==> src/rtl/logic_arb_pkg.sv <==
// Types shared by the two-requester logical-unit arbiter.
package logic_arb_pkg;

  // Response slot occupancy
  typedef enum logic {
    EMPTY = 1'b0,
    FULL  = 1'b1
  } arb_state_e;

  // Requester index (two requesters)
  typedef logic [0:0] req_idx_t;

endpackage

==> src/rtl/proc_define_pkg.sv <==
// Shared processor definitions: funct3-coded operation selectors for the
// logical/compare unit. Branch and non-branch codes overlap by design; the
// is_branch qualifier picks the decode table.
package proc_define_pkg;

  // Branch compares (is_branch = 1)
  localparam logic [3:0] BR_BEQ   = 4'b0000;
  localparam logic [3:0] BR_BNE   = 4'b0001;
  localparam logic [3:0] BR_BLT   = 4'b0100;
  localparam logic [3:0] BR_BGE   = 4'b0101;
  localparam logic [3:0] BR_BLTU  = 4'b0110;
  localparam logic [3:0] BR_BGEU  = 4'b0111;

  // Logical / set-less-than ops (is_branch = 0)
  localparam logic [3:0] ALU_SLT  = 4'b0010;
  localparam logic [3:0] ALU_SLTU = 4'b0011;
  localparam logic [3:0] ALU_XOR  = 4'b0100;
  localparam logic [3:0] ALU_OR   = 4'b0110;
  localparam logic [3:0] ALU_AND  = 4'b0111;

endpackage

==> src/rtl/logic_arbiter_logical.sv <==
// Logical/compare unit with registered outputs. Results load only when
// en_i is high and hold otherwise, so a stalled consumer sees stable data.
module logical
  import proc_define_pkg::*;
(
  input  logic        clk_i,
  input  logic        rst_ni,
  input  logic        en_i,
  input  logic [3:0]  funct_i,
  input  logic        is_branch_i,
  input  logic [31:0] op1_i,
  input  logic [31:0] op2_i,
  output logic [31:0] res_o,
  output logic        branch_taken_o
);

  logic [31:0] res_d, res_q;
  logic        taken_d, taken_q;

  // Decode the operation; unsupported codes leave both outputs at zero
  always_comb begin
    res_d   = res_q;
    taken_d = taken_q;
    if (en_i) begin
      res_d   = '0;
      taken_d = 1'b0;
      if (is_branch_i) begin
        case (funct_i)
          BR_BEQ:  taken_d = (op1_i == op2_i);
          BR_BNE:  taken_d = (op1_i != op2_i);
          BR_BLT:  taken_d = ($signed(op1_i) <  $signed(op2_i));
          BR_BGE:  taken_d = ($signed(op1_i) >= $signed(op2_i));
          BR_BLTU: taken_d = (op1_i <  op2_i);
          BR_BGEU: taken_d = (op1_i >= op2_i);
          default: taken_d = 1'b0;
        endcase
      end else begin
        case (funct_i)
          ALU_SLT:  res_d = {31'b0, ($signed(op1_i) < $signed(op2_i))};
          ALU_SLTU: res_d = {31'b0, (op1_i < op2_i)};
          ALU_XOR:  res_d = op1_i ^ op2_i;
          ALU_OR:   res_d = op1_i | op2_i;
          ALU_AND:  res_d = op1_i & op2_i;
          default:  res_d = '0;
        endcase
      end
    end
  end

  // Result registers
  always_ff @(posedge clk_i or negedge rst_ni) begin
    if (!rst_ni) begin
      res_q   <= '0;
      taken_q <= 1'b0;
    end else begin
      res_q   <= res_d;
      taken_q <= taken_d;
    end
  end

  assign res_o          = res_q;
  assign branch_taken_o = taken_q;

endmodule

==> src/rtl/logic_arbiter.sv <==
// Round-robin arbiter sharing one logical unit between two requesters.
// One-entry response slot; latency 1, back-to-back at one result/cycle.
module logic_arbiter
  import logic_arb_pkg::*;
#(
  parameter int TAG_W = 4
) (
  input  logic             clk_i,
  input  logic             rst_i,
  input  logic             req0_valid_i,
  output logic             req0_ready_o,
  input  logic [3:0]       req0_funct_i,
  input  logic             req0_is_branch_i,
  input  logic [31:0]      req0_op1_i,
  input  logic [31:0]      req0_op2_i,
  input  logic [TAG_W-1:0] req0_tag_i,
  input  logic             req1_valid_i,
  output logic             req1_ready_o,
  input  logic [3:0]       req1_funct_i,
  input  logic             req1_is_branch_i,
  input  logic [31:0]      req1_op1_i,
  input  logic [31:0]      req1_op2_i,
  input  logic [TAG_W-1:0] req1_tag_i,
  output logic             rsp_valid_o,
  input  logic             rsp_ready_i,
  output logic             rsp_src_o,
  output logic [TAG_W-1:0] rsp_tag_o,
  output logic [31:0]      rsp_res_o,
  output logic             rsp_branch_taken_o
);

  arb_state_e       state_d, state_q;
  req_idx_t         last_d, last_q;
  req_idx_t         src_d, src_q;
  logic [TAG_W-1:0] tag_d, tag_q;
  req_idx_t         grant;
  logic             slot_free;
  logic             xfer;
  logic [3:0]       sel_funct;
  logic             sel_is_branch;
  logic [31:0]      sel_op1, sel_op2;

  // Grant selection: sole valid wins; on a tie, the one not granted last.
  // Ready depends only on valids, slot occupancy, rsp_ready_i and reset.
  always_comb begin
    slot_free = (state_q == EMPTY) || rsp_ready_i;
    if (req0_valid_i && req1_valid_i) grant = ~last_q;
    else if (req1_valid_i)            grant = 1'b1;
    else                              grant = 1'b0;
    req0_ready_o = !rst_i && slot_free && req0_valid_i && (grant == 1'b0);
    req1_ready_o = !rst_i && slot_free && req1_valid_i && (grant == 1'b1);
    xfer         = req0_ready_o || req1_ready_o;
  end

  // Operand mux toward the shared unit
  always_comb begin
    sel_funct     = grant[0] ? req1_funct_i     : req0_funct_i;
    sel_is_branch = grant[0] ? req1_is_branch_i : req0_is_branch_i;
    sel_op1       = grant[0] ? req1_op1_i       : req0_op1_i;
    sel_op2       = grant[0] ? req1_op2_i       : req0_op2_i;
  end

  // Slot FSM next state plus pointer/tag/source capture on transfer
  always_comb begin
    state_d = state_q;
    last_d  = last_q;
    src_d   = src_q;
    tag_d   = tag_q;
    case (state_q)
      EMPTY:   if (xfer) state_d = FULL;
      FULL:    if (rsp_ready_i && !xfer) state_d = EMPTY;
      default: state_d = EMPTY;
    endcase
    if (xfer) begin
      last_d = grant;
      src_d  = grant;
      tag_d  = grant[0] ? req1_tag_i : req0_tag_i;
    end
  end

  // State registers; reset makes requester 0 win the first tie
  always_ff @(posedge clk_i or posedge rst_i) begin
    if (rst_i) begin
      state_q <= EMPTY;
      last_q  <= 1'b1;
      src_q   <= 1'b0;
      tag_q   <= '0;
    end else begin
      state_q <= state_d;
      last_q  <= last_d;
      src_q   <= src_d;
      tag_q   <= tag_d;
    end
  end

  logical u_logical (
    .clk_i          (clk_i),
    .rst_ni         (~rst_i),
    .en_i           (xfer),
    .funct_i        (sel_funct),
    .is_branch_i    (sel_is_branch),
    .op1_i          (sel_op1),
    .op2_i          (sel_op2),
    .res_o          (rsp_res_o),
    .branch_taken_o (rsp_branch_taken_o)
  );

  assign rsp_valid_o = (state_q == FULL);
  assign rsp_src_o   = src_q[0];
  assign rsp_tag_o   = tag_q;

endmodule

==> config.mk <==
export PLATFORM = sky130hd
export DESIGN_NAME = logic_arbiter
export DESIGN_NICKNAME = d
export VERILOG_FILES = /design/src/rtl/logic_arb_pkg.sv /design/src/rtl/proc_define_pkg.sv /design/src/rtl/logic_arbiter_logical.sv /design/src/rtl/logic_arbiter.sv
export SDC_FILE = /design/constraint.sdc
export NUM_CORES = 1
export LEC_CHECK = 0
export CAP_MARGIN = 10
export CORE_MARGIN = 8
export CORE_UTILIZATION = 41
export DETAILED_ROUTE_END_ITERATION = 10
export PLACE_DENSITY = 0.75
export SYNTH_ARGS = -nofsm -noshare
export SYNTH_HDL_FRONTEND = slang
export SYNTH_SLANG_ARGS = --single-unit
==> constraint.sdc <==
create_clock -name clk_i -period 4.64 [get_ports clk_i]
set_input_delay 0.928 -clock clk_i [delete_from_list [all_inputs] [get_ports clk_i]]
set_output_delay 0.928 -clock clk_i [all_outputs]
set_load 0.1 [all_outputs]
==> run summary <==
Largest family of logic cells by synthesized area: simple AND/OR/NAND/NOR gates
Vias: 5512
Slew Limit Fails: 0
Net count after synthesis: 926
Post-synth EDFFs: 0
Post-placement cell area: 0.00738 sq mm
Kind of end point of the critical path: flop
Outcome: finished clean
Library cells used by synthesis: 64
Hold slack: 0.481 ns
Clk Latency, worst-skew pair: 0.28 ns
Warnings from Yosys: 0
CTS Hold Bufs: 0
Mux contribution to synthesized area: 0.0508
Post-Place Setup Slack: -0.158 ns
Maximum VDD drop: 132 uV
Vias in the first global route: 5632
Top cells by area, synth: ha_1 (20%), dfrtp_1 (19%), nand2_1 (13%)
Post-route setup TNS: 0 ns
I/O pin count: 192
Antenna diode count: 0
First-pass GRT wire length: 28.6 mm
Cell area after layout: 0.00756 sq mm
Simple-Gate Fraction of Synth Area: 0.273
Maximum clock insertion buffer count: 2
Slew HR: 0.334
CTS Root Cell: clkbuf_16
Crit start category: input pin
WP data arrival: 4.55 ns
Via density: 5.26
Die W: 127 um
GRT Residual Overflow: 0
CP startpoint: req0_valid_i
Num CTS Buffers: 5
Yosys reg bits: 40
Unrepaired setup endpoints after global routing: false
Multi-input combinational cell area: 0.00371 sq mm
Clk_skew: 0.00372 ns
Worst-Margin Slew: 0.995 ns
Top-count cell post-synth: nand2_1
Worst setup margin: 0.244 ns
Ys flop type: dfrtp_1
Core box area: 0.0120 sq mm
Nets: 1131
Final core occ: 0.629
Share of cells above drive strength 1: 0.0755
Layout area overhead: 49.7%
Routed WL: 17.9 mm
CTS tree: built
Avg Inst Size Synth: 7.27 sq um
Power density over the cells: 255 mW/mm^2
Clock slew at reported path FFs: 0.06 ns
Lkg Pwr: 3.63 nW
Total Routing Usage GR: 0.216
Synth Area in Adders: 0.198
Critical Path End: u_logical.branch_taken_o
Die ar.: 0.0161 sq mm
Final hold viol count: 0
Port bufs: 191
Largest stage delay, worst path: 0.58 ns
Hold WC Path Type: reg -> reg
H-tree depth: 2
Worst path cell trace: clkdlybuf4s50_1 > buf_4 > a21boi_4 > buf_12 > nand2_1 > and2_1 > ha_1 > or4b_4 > nor4_4 > nand4_1 > a211o_1 > nand3b_2 > mux2i_1 > o211ai_1 > or3_1
Gp weighted congestion: 0.869
DRC viols: 0
Synth Area in Compound Gates: 0.196
Reg2reg start: last_q
Hold Startpoint: u_logical.res_o[31]
Top cell type's share of synthesized area: 0.198
Register area share after synthesis: 0.198
DP Wirelength: 15.0 mm
Worst Setup Path Type: in -> reg
Mapped Cells: 695
Initial antenna violation count: 0
Final setup vio count: 0
First-pass DRT Iterations: 7
Ys async rst share: 1.00
Reg-to-reg setup timing slack: 0.90 ns
Detail Route Antenna Nets: 0
Period utilization: 0.947
Initial core utilization: 0.420
Filler Cells Inserted: 1111
DR iter-0 viols: 451
CTS Sinks: 40
Die Span Y: 127 um
Crit-path max FO: 21
FP Rows: 40
Mapped cell area: 0.00505 sq mm
Max Clk Rate: 227 MHz
Sequential Area: 0.00100 sq mm
Register-to-Register Path Depth: 13
Largest net degree at the start of global routing: 41
Max Cap Viol: 0
Top cells by count, synth: nand2_1 (181), ha_1 (80), inv_1 (59)
Min cycle time layout: 4.40 ns
Req. time, crit path: 4.80 ns
Worst R2R End: u_logical.branch_taken_o
Slowest-stage cell, CP: or4b_4
Wirelength per Cell: 17.1 um
Post-synthesis xor/xnor area fraction: 0.0104
Yosys top cell by area: ha_1
[layer usage]
layer	wire length (um)	vias up	global-route usage
met2	8410	198	0.366
met1	7960	2533	0.279
met5	0	-	0
met3	1170	27	0.0366
li1	-	2754	-
met4	351	0	0.0560
[power by group]
part | switching (mW) | internal [mW] | leakage (nW)
logic | 0.689 | 0.463 | 3.01
clock network | 0.133 | 0.253 | 0.0808
registers | 0.0170 | 0.376 | 0.542
total | 0.840 | 1.09 | 3.63
[how the worst min path moves through the flow]
stage / endpoint / slack (ns) / cells past startpoint
after floorplan: last_q / 0.47 / 2
after global placement: rsp_tag_o[0] / 0.46 / 2
after detailed placement: u_logical.res_o[8] / 0.47 / 2
after CTS: u_logical.res_o[31] / 0.49 / 2
after global routing: u_logical.res_o[12] / 0.51 / 2
final: u_logical.res_o[31] / 0.48 / 2
[area by class of cell]
type | instances | area share
clock buffer | 6 | 0.0170
clock inverter | 2 | 0.00463
tap | 147 | 0.0243
multi-input combinational | 561 | 0.491
timing repair buffer | 233 | 0.301
sequential | 40 | 0.133
inverter | 59 | 0.0293
[through the flow]
stage	power, mW	cells
floorplan	1.10	695
global placement	1.51	1039
detailed placement	1.54	1039
CTS	1.93	1047
global route	2.05	1048
finish	1.93	1048
[kinds of logic (layout without fill, tap and decap cells)]
logic type	Yosys count	count (layout)
AOI/OAI and AO/OA	153	153
xor gates and xnor gates	6	6
adders and majority gates	80	80
buffers and inverters	94	300
DFF	40	40
muxes	25	25
and+or+nand+nor	297	297
[state kept, by name, indices dropped and copies added (netlist names)]
signal / count
rsp_tag_o: 4
u_logical.branch_taken_o: 1
last_q: 1
rsp_valid_o: 1
u_logical.res_o: 32
rsp_src_o: 1
[layout by cell type, fill, tap and decap left out, types with 4 or more instances in the layout]
cell,instances
clkbuf_16,5
dfrtp_1,39
and2_1,37
xnor2_1,4
a22o_1,13
a211o_1,5
a21oi_1,32
buf_4,40
o22ai_1,13
nor2_1,34
o21ai_0,43
a211oi_1,8
ha_1,80
inv_1,58
nand2_1,181
nand2b_1,6
a21o_1,4
nor3_1,4
buf_12,4
nand3b_1,4
nand3_1,10
a22oi_1,9
mux2i_1,22
clkdlybuf4s50_1,188
[critical path, delay by kind of cell]
kind,cells,cell delay [ns]
and+or+nand+nor,7,1.74
buffers and inverters,3,0.76
AOI/OAI and AO/OA,3,0.60
adders and majority gates,1,0.31
muxes,1,0.21
[repair_timing]
action                     CTS  global route
gates resized for setup      0             2
setup buffers                0             1
setup endpoints to repair    0             1
No activity file was read; power rests on OpenSTA's default activity.
